--- src/rtl/pdm_deserializer_mc_pkg.sv ---
// Shared types for the multi-channel PDM deserializer: FSM states, channel tags, FIFO entry.
package pdm_pkg;

    typedef enum logic {
        IDLE = 1'b0,
        RUN  = 1'b1
    } state_e;

    localparam logic CHAN_L = 1'b0;
    localparam logic CHAN_R = 1'b1;

    // Widest word the FIFO entry can carry; narrower words sit in the low bits.
    localparam int unsigned PDM_MAX_W = 32;

    typedef struct packed {
        logic                 chan;
        logic [PDM_MAX_W-1:0] data;
    } fifo_entry_t;

endpackage

--- src/rtl/pdm_deserializer_mc_clk_gen.sv ---
// PDM clock divider: generates the microphone clock and the two capture ticks.
module pdm_clk_gen #(
    parameter int unsigned CLK_DIV = 100
) (
    input  logic clock,
    input  logic reset_n,
    input  logic run_i,
    input  logic stop_i,
    output logic pdm_clk_o,
    output logic fall_tick_o,
    output logic rise_tick_o
);
    localparam int unsigned DW = $clog2(CLK_DIV);
    localparam logic [DW-1:0] HALF    = DW'(CLK_DIV / 2);
    localparam logic [DW-1:0] HALF_M1 = DW'(CLK_DIV / 2 - 1);
    localparam logic [DW-1:0] LAST    = DW'(CLK_DIV - 1);

    logic [DW-1:0] div_q, div_d;

    // Divider is forced back to 0 on the last RUN cycle so IDLE always sees 0.
    always_comb begin
        div_d = '0;
        if (run_i && !stop_i) begin
            div_d = (div_q == LAST) ? '0 : div_q + DW'(1);
        end
    end

    always_ff @(posedge clock or negedge reset_n) begin
        if (!reset_n) begin
            div_q <= '0;
        end else begin
            div_q <= div_d;
        end
    end

    assign pdm_clk_o   = run_i && (div_q < HALF);
    assign fall_tick_o = run_i && (div_q == HALF_M1);
    assign rise_tick_o = run_i && (div_q == LAST);

endmodule

--- src/rtl/pdm_deserializer_mc.sv ---
// Mono/stereo PDM capture, word packing and output FIFO with drop detection.
// Optional drop counter port ovf_count_o enabled by defining PDM_DESER_OVF_CNT_EN.
module pdm_deserializer_mc
    import pdm_pkg::*;
#(
    parameter int unsigned WORD_W     = 16,
    parameter int unsigned CLK_DIV    = 100,
    parameter int unsigned STEREO     = 0,
    parameter int unsigned FIFO_DEPTH = 4
) (
    input  logic              clock,
    input  logic              reset_n,
    input  logic              enable_i,
    input  logic              pdm_data_i,
    output logic              pdm_clk_o,
    output logic              pdm_lrsel_o,
    output logic [WORD_W-1:0] data_o,
    output logic              chan_o,
    output logic              valid_o,
    input  logic              ready_i,
    output logic              overflow_o,
    input  logic              clear_ovf_i
`ifdef PDM_DESER_OVF_CNT_EN
    ,
    output logic [15:0]       ovf_count_o
`endif
);
    localparam int unsigned NCH = (STEREO != 0) ? 2 : 1;
    localparam int unsigned CW  = $clog2(WORD_W);
    localparam int unsigned AW  = $clog2(FIFO_DEPTH);
    localparam logic [CW-1:0] BIT_LAST = CW'(WORD_W - 1);

    state_e state_q, state_d;
    logic   fall_tick, rise_tick;

    always_comb begin
        state_d = state_q;
        case (state_q)
            IDLE: if (enable_i)  state_d = RUN;
            RUN:  if (!enable_i) state_d = IDLE;
        endcase
    end

    always_ff @(posedge clock or negedge reset_n) begin
        if (!reset_n) begin
            state_q <= IDLE;
        end else begin
            state_q <= state_d;
        end
    end

    pdm_clk_gen #(
        .CLK_DIV (CLK_DIV)
    ) u_clk_gen (
        .clock       (clock),
        .reset_n     (reset_n),
        .run_i       (state_q == RUN),
        .stop_i      (!enable_i),
        .pdm_clk_o   (pdm_clk_o),
        .fall_tick_o (fall_tick),
        .rise_tick_o (rise_tick)
    );

    assign pdm_lrsel_o = 1'b0;

    logic [NCH-1:0]    push_vec;
    logic [WORD_W-1:0] push_word [NCH];

    for (genvar ch = 0; ch < NCH; ch++) begin : g_chan
        logic [WORD_W-1:0] shift_q, shift_d, word;
        logic [CW-1:0]     cnt_q, cnt_d;
        logic              tick, push;

        assign tick = (ch == 0) ? fall_tick : rise_tick;
        assign word = {shift_q[WORD_W-2:0], pdm_data_i};

        always_comb begin
            shift_d = shift_q;
            cnt_d   = cnt_q;
            push    = 1'b0;
            if (state_q == IDLE) begin
                shift_d = '0;
                cnt_d   = '0;
            end else if (tick) begin
                shift_d = word;
                if (cnt_q == BIT_LAST) begin
                    push  = 1'b1;
                    cnt_d = '0;
                end else begin
                    cnt_d = cnt_q + CW'(1);
                end
            end
        end

        always_ff @(posedge clock or negedge reset_n) begin
            if (!reset_n) begin
                shift_q <= '0;
                cnt_q   <= '0;
            end else begin
                shift_q <= shift_d;
                cnt_q   <= cnt_d;
            end
        end

        assign push_vec[ch]  = push;
        assign push_word[ch] = word;
    end

    fifo_entry_t mem_q [FIFO_DEPTH];
    fifo_entry_t new_entry, head;
    logic [AW:0] wr_q, rd_q;
    logic        push, pop, full, accept, drop, ovf_q;
    logic        unused_head;

    always_comb begin
        new_entry = '0;
        for (int unsigned ch = 0; ch < NCH; ch++) begin
            if (push_vec[ch]) begin
                new_entry.chan              = (ch == 0) ? CHAN_L : CHAN_R;
                new_entry.data[WORD_W-1:0] = push_word[ch];
            end
        end
    end

    // A full FIFO still takes the push when the head leaves in the same cycle.
    assign push   = |push_vec;
    assign pop    = valid_o && ready_i;
    assign full   = (wr_q[AW] != rd_q[AW]) && (wr_q[AW-1:0] == rd_q[AW-1:0]);
    assign accept = push && (!full || pop);
    assign drop   = push && full && !pop;

    always_ff @(posedge clock or negedge reset_n) begin
        if (!reset_n) begin
            wr_q  <= '0;
            rd_q  <= '0;
            ovf_q <= 1'b0;
            for (int unsigned i = 0; i < FIFO_DEPTH; i++) begin
                mem_q[i] <= '0;
            end
        end else begin
            if (accept) begin
                mem_q[wr_q[AW-1:0]] <= new_entry;
                wr_q                <= wr_q + (AW+1)'(1);
            end
            if (pop) begin
                rd_q <= rd_q + (AW+1)'(1);
            end
            if (drop) begin
                ovf_q <= 1'b1;
            end else if (clear_ovf_i) begin
                ovf_q <= 1'b0;
            end
        end
    end

    assign head        = mem_q[rd_q[AW-1:0]];
    assign data_o      = head.data[WORD_W-1:0];
    assign chan_o      = head.chan;
    assign valid_o     = (wr_q != rd_q);
    assign overflow_o  = ovf_q;
    assign unused_head = ^head.data;

`ifdef PDM_DESER_OVF_CNT_EN
    logic [15:0] ovf_cnt_q, ovf_cnt_d;

    always_comb begin
        ovf_cnt_d = ovf_cnt_q;
        if (drop && clear_ovf_i) begin
            ovf_cnt_d = 16'd1;
        end else if (clear_ovf_i) begin
            ovf_cnt_d = '0;
        end else if (drop && (ovf_cnt_q != '1)) begin
            ovf_cnt_d = ovf_cnt_q + 16'd1;
        end
    end

    always_ff @(posedge clock or negedge reset_n) begin
        if (!reset_n) begin
            ovf_cnt_q <= '0;
        end else begin
            ovf_cnt_q <= ovf_cnt_d;
        end
    end

    assign ovf_count_o = ovf_cnt_q;
`endif

endmodule

--- config.mk ---
export PLATFORM = sky130hd
export DESIGN_NAME = pdm_deserializer_mc
export DESIGN_NICKNAME = d
export VERILOG_FILES = /design/src/rtl/pdm_deserializer_mc_pkg.sv /design/src/rtl/pdm_deserializer_mc_clk_gen.sv /design/src/rtl/pdm_deserializer_mc.sv
export SDC_FILE = /design/constraint.sdc
export NUM_CORES = 1
export LEC_CHECK = 0
export ABC_CLOCK_PERIOD_IN_PS = 2400
export CORE_MARGIN = 5
export CORE_UTILIZATION = 40
export CTS_BUF_LIST = sky130_fd_sc_hd__clkbuf_4
export CTS_CLUSTER_DIAMETER = 50
export DETAILED_ROUTE_END_ITERATION = 10
export GPL_TIMING_DRIVEN = 0
export SETUP_SLACK_MARGIN = 0.02
export SYNTH_ARGS = -nofsm -noshare
export SYNTH_HDL_FRONTEND = slang
export SYNTH_SLANG_ARGS = --single-unit
--- constraint.sdc ---
create_clock -name clock -period 2.4 [get_ports clock]
set_input_delay 0.36 -clock clock [delete_from_list [all_inputs] [get_ports clock]]
set_output_delay 0.36 -clock clock [all_outputs]
set_load 0.03 [all_outputs]
==> tab_implementation.tex <==
\begin{tabular}{lr}
\hline
Metric & Value \\
\hline
\multicolumn{2}{l}{\textbf{Worst setup path}} \\
\quad CP required & 2.04 ns \\
\quad Maximum fanout count along the critical path & 9 \\
\quad Category of the critical setup timing path & reg -> out \\
\quad Arrival time reported for the critical path endpoint & 1.94 ns \\
\quad Crit end category & output pin \\
\quad Sort of element at the start of the critical path & flop \\
\multicolumn{2}{l}{\textbf{Run status}} \\
\quad Status & completed \\
\multicolumn{2}{l}{\textbf{Pwr}} \\
\quad Max IR drop VDD & 0.0002637 V \\
\quad LEAKAGE & 2.455 nW \\
\quad Pwr Density & 511.4 nW/µm² \\
\multicolumn{2}{l}{\textbf{Route}} \\
\quad Total number of vias & 2,552 \\
\quad First-iteration detailed-routing DRC count & 83 \\
\quad Final routed DRC violation total & 0 \\
\quad Mean routed wirelength per cell & 16.94 µm \\
\quad Routed wire length & 8.572 mm \\
\quad Via density per instance & 5.043 \\
\quad Final antenna-violating net count & 0 \\
\quad First-pass DRT Iterations & 4 \\
\multicolumn{2}{l}{\textbf{Floorplan}} \\
\quad Die Span X & 117.9 µm \\
\quad Chip height & 117.9 µm \\
\quad Area of the die & 13,890 µm² \\
\quad Placeable core region & 11,420 µm² \\
\quad Top-level I/O count & 27 \\
\quad Core Rows & 39 \\
\quad Initial cell density of the core & 0.4076 \\
\multicolumn{2}{l}{\textbf{STA}} \\
\quad Maximum operating frequency & 434.9 MHz \\
\quad Share of the clock period used by the worst path after layout & 0.9581 \\
\quad Final critical-path required period & 2.299 ns \\
\quad Setup TNS & 0 ns \\
\quad Normalized max-slew margin & 0.6243 \\
\quad Final Hold Violating Endpoints & 0 \\
\quad \# setup viols final & 0 \\
\quad Max-slew violation count & 0 \\
\quad Worst-margin pin slew & 0.5636 ns \\
\quad Setup repair after global routing missed its margin & no \\
\quad Worst hold margin & 0.3797 ns \\
\quad Setup skew after layout & 0.01843 ns \\
\multicolumn{2}{l}{\textbf{Global routing}} \\
\quad Total grt overflow & 0 \\
\quad Number of global-route vias before repair & 2,731 \\
\quad Global-route track usage on met2 & 0.2030 \\
\quad Pin count of the biggest net entering global routing & 59 \\
\quad Antenna violations before repair & 0 \\
\quad Met3 Track Usage GR & 0.02787 \\
\quad Global-route met1 utilization & 0.1856 \\
\quad First-pass GRT wire length & 14.71 mm \\
\quad Global-route total usage across every layer & 0.1308 \\
\quad Layer with the highest usage & met2 \\
\multicolumn{2}{l}{\textbf{Synthesis}} \\
\quad Main combinational cell family by area after synthesis & multiplexers \\
\quad Top cells by instance count after synthesis & sky130\_fd\_sc\_hd\_\_dfrtp\_1, sky130\_fd\_sc\_hd\_\_nand2\_1, sky130\_fd\_sc\_hd\_\_mux2\_2 \\
\quad Number of enable flip-flop cells after synthesis & 0 \\
\quad Yosys synthesis warning count & 0 \\
\quad Unique cell type count in the Yosys netlist & 40 \\
\quad Share of synthesized area spent on multiplexers & 0.2613 \\
\quad Gate Count Post-Synth & 320 \\
\quad Post-Synthesis Cell Area & 4654 µm² \\
\quad Mean area per synthesized cell & 14.55 µm² \\
\quad Area share of the largest cell type after synthesis & 0.5269 \\
\quad Share of the yosys chip area belonging to registers & 0.5269 \\
\quad Leading register cell type out of synthesis & sky130\_fd\_sc\_hd\_\_dfrtp\_1 \\
\quad Xor/xnor cell area share of the yosys netlist & 0.02984 \\
\quad Async S/R FF share, synth & 1.000 \\
\quad Simple-gate portion of the synthesized area & 0.07903 \\
\quad Dominant cell by count in the synthesized netlist & sky130\_fd\_sc\_hd\_\_dfrtp\_1 \\
\quad Adder and majority cell fraction of the synthesized area & 0.02151 \\
\quad FF+latch count, synth & 98 \\
\quad Compound-gate portion of the synthesized area & 0.03790 \\
\quad Top cells by area, synth & sky130\_fd\_sc\_hd\_\_dfrtp\_1, sky130\_fd\_sc\_hd\_\_mux2\_4, sky130\_fd\_sc\_hd\_\_mux2\_2, sky130\_fd\_sc\_hd\_\_mux4\_2, sky130\_fd\_sc\_hd\_\_nand2\_1 \\
\quad Post-synthesis cell type with the largest combined area & sky130\_fd\_sc\_hd\_\_dfrtp\_1 \\
\multicolumn{2}{l}{\textbf{Min path}} \\
\quad Worst hold path class & in -> reg \\
\multicolumn{2}{l}{\textbf{Cells and area}} \\
\quad Filler instances & 1,056 \\
\quad Layout-stage area growth over the synthesis result & 12.88\% \\
\quad Total inserted antenna cells & 0 \\
\quad Final standard cell utilization of the core & 0.4601 \\
\quad Finished Cell Area & 5254 µm² \\
\quad Net total in the final layout & 373 \\
\quad Share of post-route cells with drive strength above 1 & 0.3581 \\
\multicolumn{2}{l}{\textbf{Placed design}} \\
\quad Half-perimeter wire length after detailed placement & 5.661 mm \\
\quad RD Place Congestion & 0.7165 \\
\quad Number of port buffers & 24 \\
\quad Instance area after placement & 5102 µm² \\
\multicolumn{2}{l}{\textbf{Clock tree}} \\
\quad Sinks on Clock Net & 98 \\
\quad Worst-path clk slew & 0.15 ns \\
\quad Clock Latency Late Sink & 0.43 ns \\
\quad CTS tree & done \\
\quad TritonCTS Buffers & 9 \\
\quad CTS Buffer Depth & 2 \\
\quad Clock H-tree levels & 3 \\
\quad Clock Root Buffer & sky130\_fd\_sc\_hd\_\_clkbuf\_4 \\
\multicolumn{2}{l}{\textbf{Run}} \\
\quad Number of violations of the max-capacitance limit & 0 \\
\hline
\end{tabular}
-- worst max-delay path: stages, from the launching register on --
cell and delay [ns]:
sky130_fd_sc_hd__dfrtp_1 0.42, sky130_fd_sc_hd__buf_12 0.18, sky130_fd_sc_hd__mux4_2 0.54, sky130_fd_sc_hd__dlygate4sd2_1 0.38
-- cells in the final DEF (no fill, tap or decap), drive strengths merged, types with 3 or more instances in the layout --
master / count
dfrtp: 98
mux2: 66
nand2: 40
buf: 27
a21boi: 17
mux4: 16
clkbuf: 14
dlygate4sd2: 9
ha: 8
nor2: 8
xnor2: 8
nand3: 6
clkdlybuf4s50: 5
inv: 4
and4: 4
xor2: 4
a21oi: 3
-- path summary, 6_finish.rpt --
path | startpoint | to | slack, ns | cells after the start
setup / recovery | rd_q[0]$_DFFE_PN0P_ | data_o[13] | 0.10 | 3
hold / removal | enable_i | state_q$_DFF_PN0_ | 0.38 | 1
setup reg to reg | g_chan[0].cnt_q[0]$_DFFE_PN0P_ | mem_q[79]$_DFFE_PN0P_ | 0.25 | 7
hold reg to reg | u_clk_gen.div_q[0]$_DFF_PN0_ | u_clk_gen.div_q[0]$_DFF_PN0_ | 0.50 | 1
max in group asynchronous | reset_n | g_chan[0].shift_q[11]$_DFFE_PN0P_ | 1.28 | 3
min in group asynchronous | reset_n | mem_q[5]$_DFFE_PN0P_ | 0.44 | 2
-- where the power goes --
| group | switching [W] | internal [W] | total (W) |
|---|---|---|---|
| logic | 0.0000499 | 0.0000229 | 0.0000728 |
| clock network | 0.000530 | 0.000427 | 0.000958 |
| registers | 0.00000249 | 0.00165 | 0.00166 |
| total | 0.000583 | 0.00210 | 0.00269 |
-- what timing repair did --
action,in CTS,in global routing
setup buffers,1,0
endpoints found under the hold margin,40,0
setup endpoints to repair,18,7
hold buffers,1,0
gates resized for setup,50,11
-- through the flow --
| step | instances | worst slack, ns | total power [W] |
|---|---|---|---|
| finish | 506 | 0.1006 | 0.002687 |
| CTS | 506 | 0.008423 | 0.002729 |
| global placement | 488 | -2.692 | 0.001757 |
| global route | 506 | 0.02210 | 0.002811 |
| floorplan | 321 | 0.4863 | 0.001708 |
| detailed placement | 489 | -0.1356 | 0.001763 |
-- cell type report --
type	count	area (µm²)	area share
plain buffers	20	211.5	0.04025
clock buffers	10	75.07	0.01429
clock inverters	5	80.08	0.01524
inverters	4	15.01	0.002858
multi-input cells	199	2009	0.3825
flip-flops and latches	98	2452	0.4668
well taps	143	178.9	0.03406
repair buffers	27	231.5	0.04406
-- registers in the layout, indices dropped and copies added (netlist names) --
name / count
overflow_o: 1
wr_q: 3
g_chan.shift_q: 15
g_chan.cnt_q: 4
state_q: 1
rd_q: 3
u_clk_gen.div_q: 7
mem_q: 64
-- metal layers --
| layer | share of wire | vias up |
|---|---|---|
| li1 | - | 1211 |
| met5 | 0 | - |
| met4 | 0.0099 | 0 |
| met1 | 0.49 | 1305 |
| met2 | 0.47 | 29 |
| met3 | 0.025 | 7 |
-- cells by family (layout without fill, tap and decap cells) --
kind of cell / count (synthesis) / in the layout
flops: 98 / 98
mux: 82 / 82
simple gates: 70 / 70
compound gates: 25 / 25
buf+inv: 24 / 66
xor+xnor: 12 / 12
fa+ha+maj: 8 / 8
other cells: 1 / 2
Note: power is estimated with default switching activity, not from simulation.
